==> src/rtl/memory_dp_clr.sv <==
// Simple-dual-port RAM: lane-masked write port, registered read port, hardware clear sweep.
// Build option MEM_BYPASS_EN: same-address read returns write-first merged data (default read-first).
module memory_dp_clr #(
    parameter int unsigned     WORD      = 8,
    parameter int unsigned     SIZE      = 256,
    parameter int unsigned     LANES     = 1,
    parameter logic [WORD-1:0] CLEAR_VAL = '0,
    localparam int unsigned    ADR_SIZE  = (SIZE > 1) ? $clog2(SIZE) : 1
) (
    input  logic                clk_i,
    input  logic                rst_n_i,
    input  logic                clear_i,
    output logic                busy_o,
    input  logic                wr_i,
    input  logic [ADR_SIZE-1:0] wr_adr_i,
    input  logic [LANES-1:0]    wr_be_i,
    input  logic [WORD-1:0]     wr_data_i,
    input  logic                rd_i,
    input  logic [ADR_SIZE-1:0] rd_adr_i,
    output logic [WORD-1:0]     rd_data_o,
    output logic                rd_valid_o
);

    localparam int unsigned LW = WORD / LANES;
    // One extra bit so SIZE itself is representable for the range compare.
    localparam logic [ADR_SIZE:0]   SIZE_W = SIZE[ADR_SIZE:0];
    localparam logic [ADR_SIZE-1:0] LAST   = ADR_SIZE'(SIZE - 1);

    typedef enum logic [0:0] {StIdle, StClear} state_e;

    state_e              state_q, state_d;
    logic [ADR_SIZE-1:0] cnt_q, cnt_d;
    logic [WORD-1:0]     rd_data_q, rd_data_d;
    logic                rd_valid_q, rd_valid_d;
    logic [WORD-1:0]     mem_q [SIZE];

    logic                idle, clearing, wr_ok, rd_ok, rd_in_range;
    logic [LANES-1:0]    mem_we;
    logic [ADR_SIZE-1:0] mem_adr;
    logic [WORD-1:0]     mem_wdata;

    always_ff @(posedge clk_i or negedge rst_n_i) begin
        if (!rst_n_i) begin
            state_q    <= StIdle;
            cnt_q      <= '0;
            rd_data_q  <= '0;
            rd_valid_q <= 1'b0;
        end else begin
            state_q    <= state_d;
            cnt_q      <= cnt_d;
            rd_data_q  <= rd_data_d;
            rd_valid_q <= rd_valid_d;
        end
    end

    always_comb begin
        state_d = state_q;
        cnt_d   = cnt_q;
        unique case (state_q)
            StIdle: begin
                if (clear_i) begin
                    state_d = StClear;
                    cnt_d   = '0;
                end
            end
            StClear: begin
                if (cnt_q == LAST) begin
                    state_d = StIdle;
                    cnt_d   = '0;
                end else begin
                    cnt_d = cnt_q + 1'b1;
                end
            end
            default: state_d = StIdle;
        endcase
    end

    always_comb begin
        idle     = (state_q == StIdle);
        clearing = (state_q == StClear);
        busy_o   = clearing;
    end

    assign wr_ok       = idle && wr_i && ({1'b0, wr_adr_i} < SIZE_W);
    assign rd_ok       = idle && rd_i;
    assign rd_in_range = ({1'b0, rd_adr_i} < SIZE_W);

    // The sweep owns the write port; user writes are ignored while clearing.
    always_comb begin
        mem_we    = '0;
        mem_adr   = wr_adr_i;
        mem_wdata = wr_data_i;
        if (clearing) begin
            mem_we    = '1;
            mem_adr   = cnt_q;
            mem_wdata = CLEAR_VAL;
        end else if (wr_ok) begin
            mem_we = wr_be_i;
        end
    end

    always_ff @(posedge clk_i) begin
        for (int k = 0; k < LANES; k++) begin
            if (mem_we[k]) begin
                mem_q[mem_adr][k*LW +: LW] <= mem_wdata[k*LW +: LW];
            end
        end
    end

    always_comb begin
        rd_valid_d = rd_ok;
        rd_data_d  = rd_data_q;
        if (rd_ok) begin
            rd_data_d = '0;
            if (rd_in_range) begin
                rd_data_d = mem_q[rd_adr_i];
`ifdef MEM_BYPASS_EN
                if (wr_ok && (wr_adr_i == rd_adr_i)) begin
                    for (int k = 0; k < LANES; k++) begin
                        if (wr_be_i[k]) begin
                            rd_data_d[k*LW +: LW] = wr_data_i[k*LW +: LW];
                        end
                    end
                end
`else
                // Read-first: the array still holds the pre-write word here.
`endif
            end
        end
    end

    assign rd_data_o  = rd_data_q;
    assign rd_valid_o = rd_valid_q;

endmodule

==> config.mk <==
export PLATFORM = sky130hd
export DESIGN_NAME = memory_dp_clr
export DESIGN_NICKNAME = d
export VERILOG_FILES = /design/src/rtl/memory_dp_clr.sv
export SDC_FILE = /design/constraint.sdc
export NUM_CORES = 2
export LEC_CHECK = 0
export ABC_CLOCK_PERIOD_IN_PS = 8800
export CORE_MARGIN = 3
export CORE_UTILIZATION = 55
export DETAILED_ROUTE_END_ITERATION = 10
export HOLD_SLACK_MARGIN = 0.02
export PLACE_DENSITY_LB_ADDON = 0.3
export SYNTH_ARGS = -nofsm -noshare
export SYNTH_HDL_FRONTEND = slang
export SYNTH_SLANG_ARGS = --single-unit
==> constraint.sdc <==
create_clock -name clk_i -period 8.8 [get_ports clk_i]
set_clock_uncertainty 0.05 [all_clocks]
set_input_delay 1.76 -clock clk_i [delete_from_list [all_inputs] [get_ports clk_i]]
set_output_delay 1.76 -clock clk_i [all_outputs]
set_load 0.005 [all_outputs]
==> results by group <==
Worst setup path
  • Levels on crit path: 8
  • WP data required: 9.52 ns
  • Critical Path End: rd_data_o[0]$_DFFE_PN0P_
  • Reg-to-reg slack, setup: 4.39 ns
  • CP max FO: 47
  • Crit Path Category: input port to register
  • CP Launch Point: rd_adr_i[4]
  • Worst EP arrival: 6.01 ns
  • Critical path's largest stage delay: 1.11 ns
  • Crit path max-delay cell type: nand3b_1
  • Critical R2R Capture: mem_q[46][4]$_DFFE_PP_
  • FF-to-FF path depth: 6
  • CP bufs+invs: 2
  • Most used cell, CP: a211oi_1
  • Worst Setup End Kind: register
  • Element type at the critical path start: input port
  • Crit-path leading delay family: compound AO/OA/AOI/OAI gates
  • FF-to-FF Start: busy_o$_DFF_PN0_
  • Crit-path cells: buf_6, nand3b_1, buf_4, o22ai_1, a211oi_1, a211oi_1, o2111ai_1, o211ai_1

Global route
  • GR Overflow Total: 0
  • Vias in the first global route: 41200
  • Initial antenna violation count: 9
  • First-pass GRT wire length: 302000 µm
  • Largest net degree at the start of global routing: 224
  • Total GRT Usage: 0.276

Power
  • Pint: 16000 µW
  • Switching power: 4820 µW
  • Clock Power Share: 0.396
  • Leak pwr: 0.0291 µW
  • Seq pwr share: 0.532
  • Peak VDD IR: 0.000195 V
  • Sw Share: 0.232
  • Comb pwr share: 0.073
  • Cell Pwr Density: 231 mW/mm²

Synth
  • Net Count, Synth: 4138
  • Asr flop ratio synth: 0.00871
  • Synth area leaders: edfxtp_1 75%, mux4_2 6.5%, mux2i_1 4.6%
  • Synth cell count leaders: 2048 x edfxtp_1, 380 x mux2i_1, 274 x nor2_1, 238 x mux4_2
  • Top_reg_cell synth: edfxtp_1
  • Cells after Synth: 4107
  • Post-synthesis sequential area ratio: 0.754
  • Count of cell types in the netlist: 77
  • Largest area contributor in the synthesized netlist: edfxtp_1
  • Post-synthesis register bit count: 2066
  • Top cell type's share of synthesized area: 0.749
  • Number of enable flip-flop cells after synthesis: 2048
  • Synth warn: 0
  • Count leader, synth: edfxtp_1
  • Avg Cell Area, Syn: 20.0 µm²
  • Mapped cell area: 0.0821 mm²

STA
  • PnR worst setup slack: 3.50 ns
  • Tmin final: 5.30 ns
  • Final Max Slew Viols: 0
  • Crit share post-route: 0.602
  • FMAX: 0.189 GHz
  • TNS Setup: 0 ns
  • Final setup vio count: 0
  • Worst-Margin Slew: 1.39 ns
  • Worst hold margin: 0.564 ns
  • Final Hold Fails: 0
  • Unrepaired setup endpoints after global routing: no
  • Slew headroom: 0.0723

Layout
  • Fillers: 10100
  • Multi-input gate area: 0.0181 mm²
  • Util after Layout: 0.607
  • # nets final: 4206
  • Layout cells sized above 1: 0.159
  • FF+latch area: 0.0619 mm²
  • Synth-to-layout area growth: 9.42%

Die
  • Height of the die: 392 µm
  • Area of the core: 0.148 mm²
  • Die W: 392 µm
  • Initial Util: 0.555
  • Die area: 0.154 mm²
  • Row cnt: 141
  • Top Ports: 40

Detailed routing
  • Vias/cell: 6.71
  • Number of DRC violations after detailed-routing iteration 0: 5920
  • Vias post-DR: 42100
  • Routed wire length: 210000 µm
  • Drt wl/cell: 33.5 µm
  • Detail Route Antenna Nets: 0
  • Router iterations before antenna repair: 6
  • DRC errors left: 0

Clocking
  • CTS root buf: clkbuf_16
  • CTS tree: yes
  • Num CTS Buffers: 197
  • CTS hold repair buffers: 0
  • Clk slew on worst S/H paths: 0.07 ns
  • # clock sinks: 2066
  • Clock tree buffer depth: 3
  • Clk_lat worst skew: 0.84 ns
  • H-tree Lvls: 4
  • Post_cts resized: 0
  • Post-CTS setup buffers: 0

Place
  • Dpl hpwl: 128000 µm
  • Dpl ws: 2.94 ns
  • GPL Wtd Cong: 0.892
  • Port Buffers: 39

Status
  • Status: completed

Flow run
  • # Max-Cap Violations: 0

Min path
  • Class of the worst hold path: register to register
## layout make-up
type,count,area share
Antenna cell,3,0.0000835
Clock inverter,110,0.0113
Clock buffer,256,0.0577
Timing Repair Buffer,120,0.0129
Multi-Input combinational cell,1779,0.201
Sequential cell,2066,0.689
Tap cell,1930,0.0269
Inverter,11,0.000501
## placed cells by master, fill, tap and decap left out, types with 44 or more instances in the layout
master     netlist  routed
a211oi_1        54      54
mux4_2         238     238
clkinv_1         1      49
edfxtp_1      2048    2048
mux2_2          44      44
mux4_1          85      85
o22ai_1        113     113
clkbuf_1        98      57
o221ai_1        57      57
nand2_1        113     112
o21ai_0         68      68
clkbuf_16        0     198
nor2_1         274     272
buf_4           12      70
mux2i_1        380     380
## cells by family (layout without fill, tap and decap cells)
group / Yosys count / count (layout) / synth area share
compound gates: 496 / 496 / 0.0435
buf+inv: 262 / 497 / 0.0276
other cells: 0 / 3 / 0
fa+ha+maj: 1 / 1 / 0.000152
simple gates: 522 / 522 / 0.0275
mux: 760 / 760 / 0.147
flops: 2066 / 2066 / 0.754
## metrics by stage
| stage | power [µW] | cell area (µm²) | cells |
|---|---|---|---|
| detailed placement | 12700 | 83700 | 5906 |
| global route | 21300 | 89900 | 6273 |
| global placement | 12700 | 83700 | 5906 |
| CTS | 20800 | 89900 | 6272 |
| floorplan | 12100 | 82200 | 4107 |
| finish | 20800 | 89900 | 6275 |
## worst min-delay path by stage
| stage | startpoint | to | depth (start not counted) |
|---|---|---|---|
| 2_1_floorplan | rd_data_o[0]$_DFFE_PN0P_ | rd_data_o[0]$_DFFE_PN0P_ | 2 |
| 3_3_place_gp | cnt_q[3]$_DFFE_PN0P_ | cnt_q[3]$_DFFE_PN0P_ | 1 |
| 3_5_place_dp | cnt_q[7]$_DFFE_PN0P_ | cnt_q[7]$_DFFE_PN0P_ | 1 |
| 4_1_cts | cnt_q[7]$_DFFE_PN0P_ | cnt_q[7]$_DFFE_PN0P_ | 1 |
| 5_1_grt | cnt_q[7]$_DFFE_PN0P_ | cnt_q[7]$_DFFE_PN0P_ | 1 |
| 6_report | cnt_q[7]$_DFFE_PN0P_ | cnt_q[7]$_DFFE_PN0P_ | 1 |
## state kept, by name, summed over array words and instances, names as in the netlist
register    count
rd_valid_o      1
rd_data_o       8
busy_o          1
cnt_q           8
mem_q        2048
## power by group through the flow
stage / logic, µW / clock network, µW / registers (µW)
floorplan: 864 / 0 / 11200
global placement: 1460 / 0 / 11200
detailed placement: 1480 / 0 / 11300
CTS: 1490 / 8280 / 11000
global route: 1560 / 8670 / 11000
finish: 1510 / 8220 / 11000
## metal layers
layer,track usage,wire [µm]
met4,0.0981,8090
met3,0.0633,23300
met2,0.421,97800
met5,0,16
met1,0.398,81200
No activity file was read; power rests on OpenSTA's default activity.
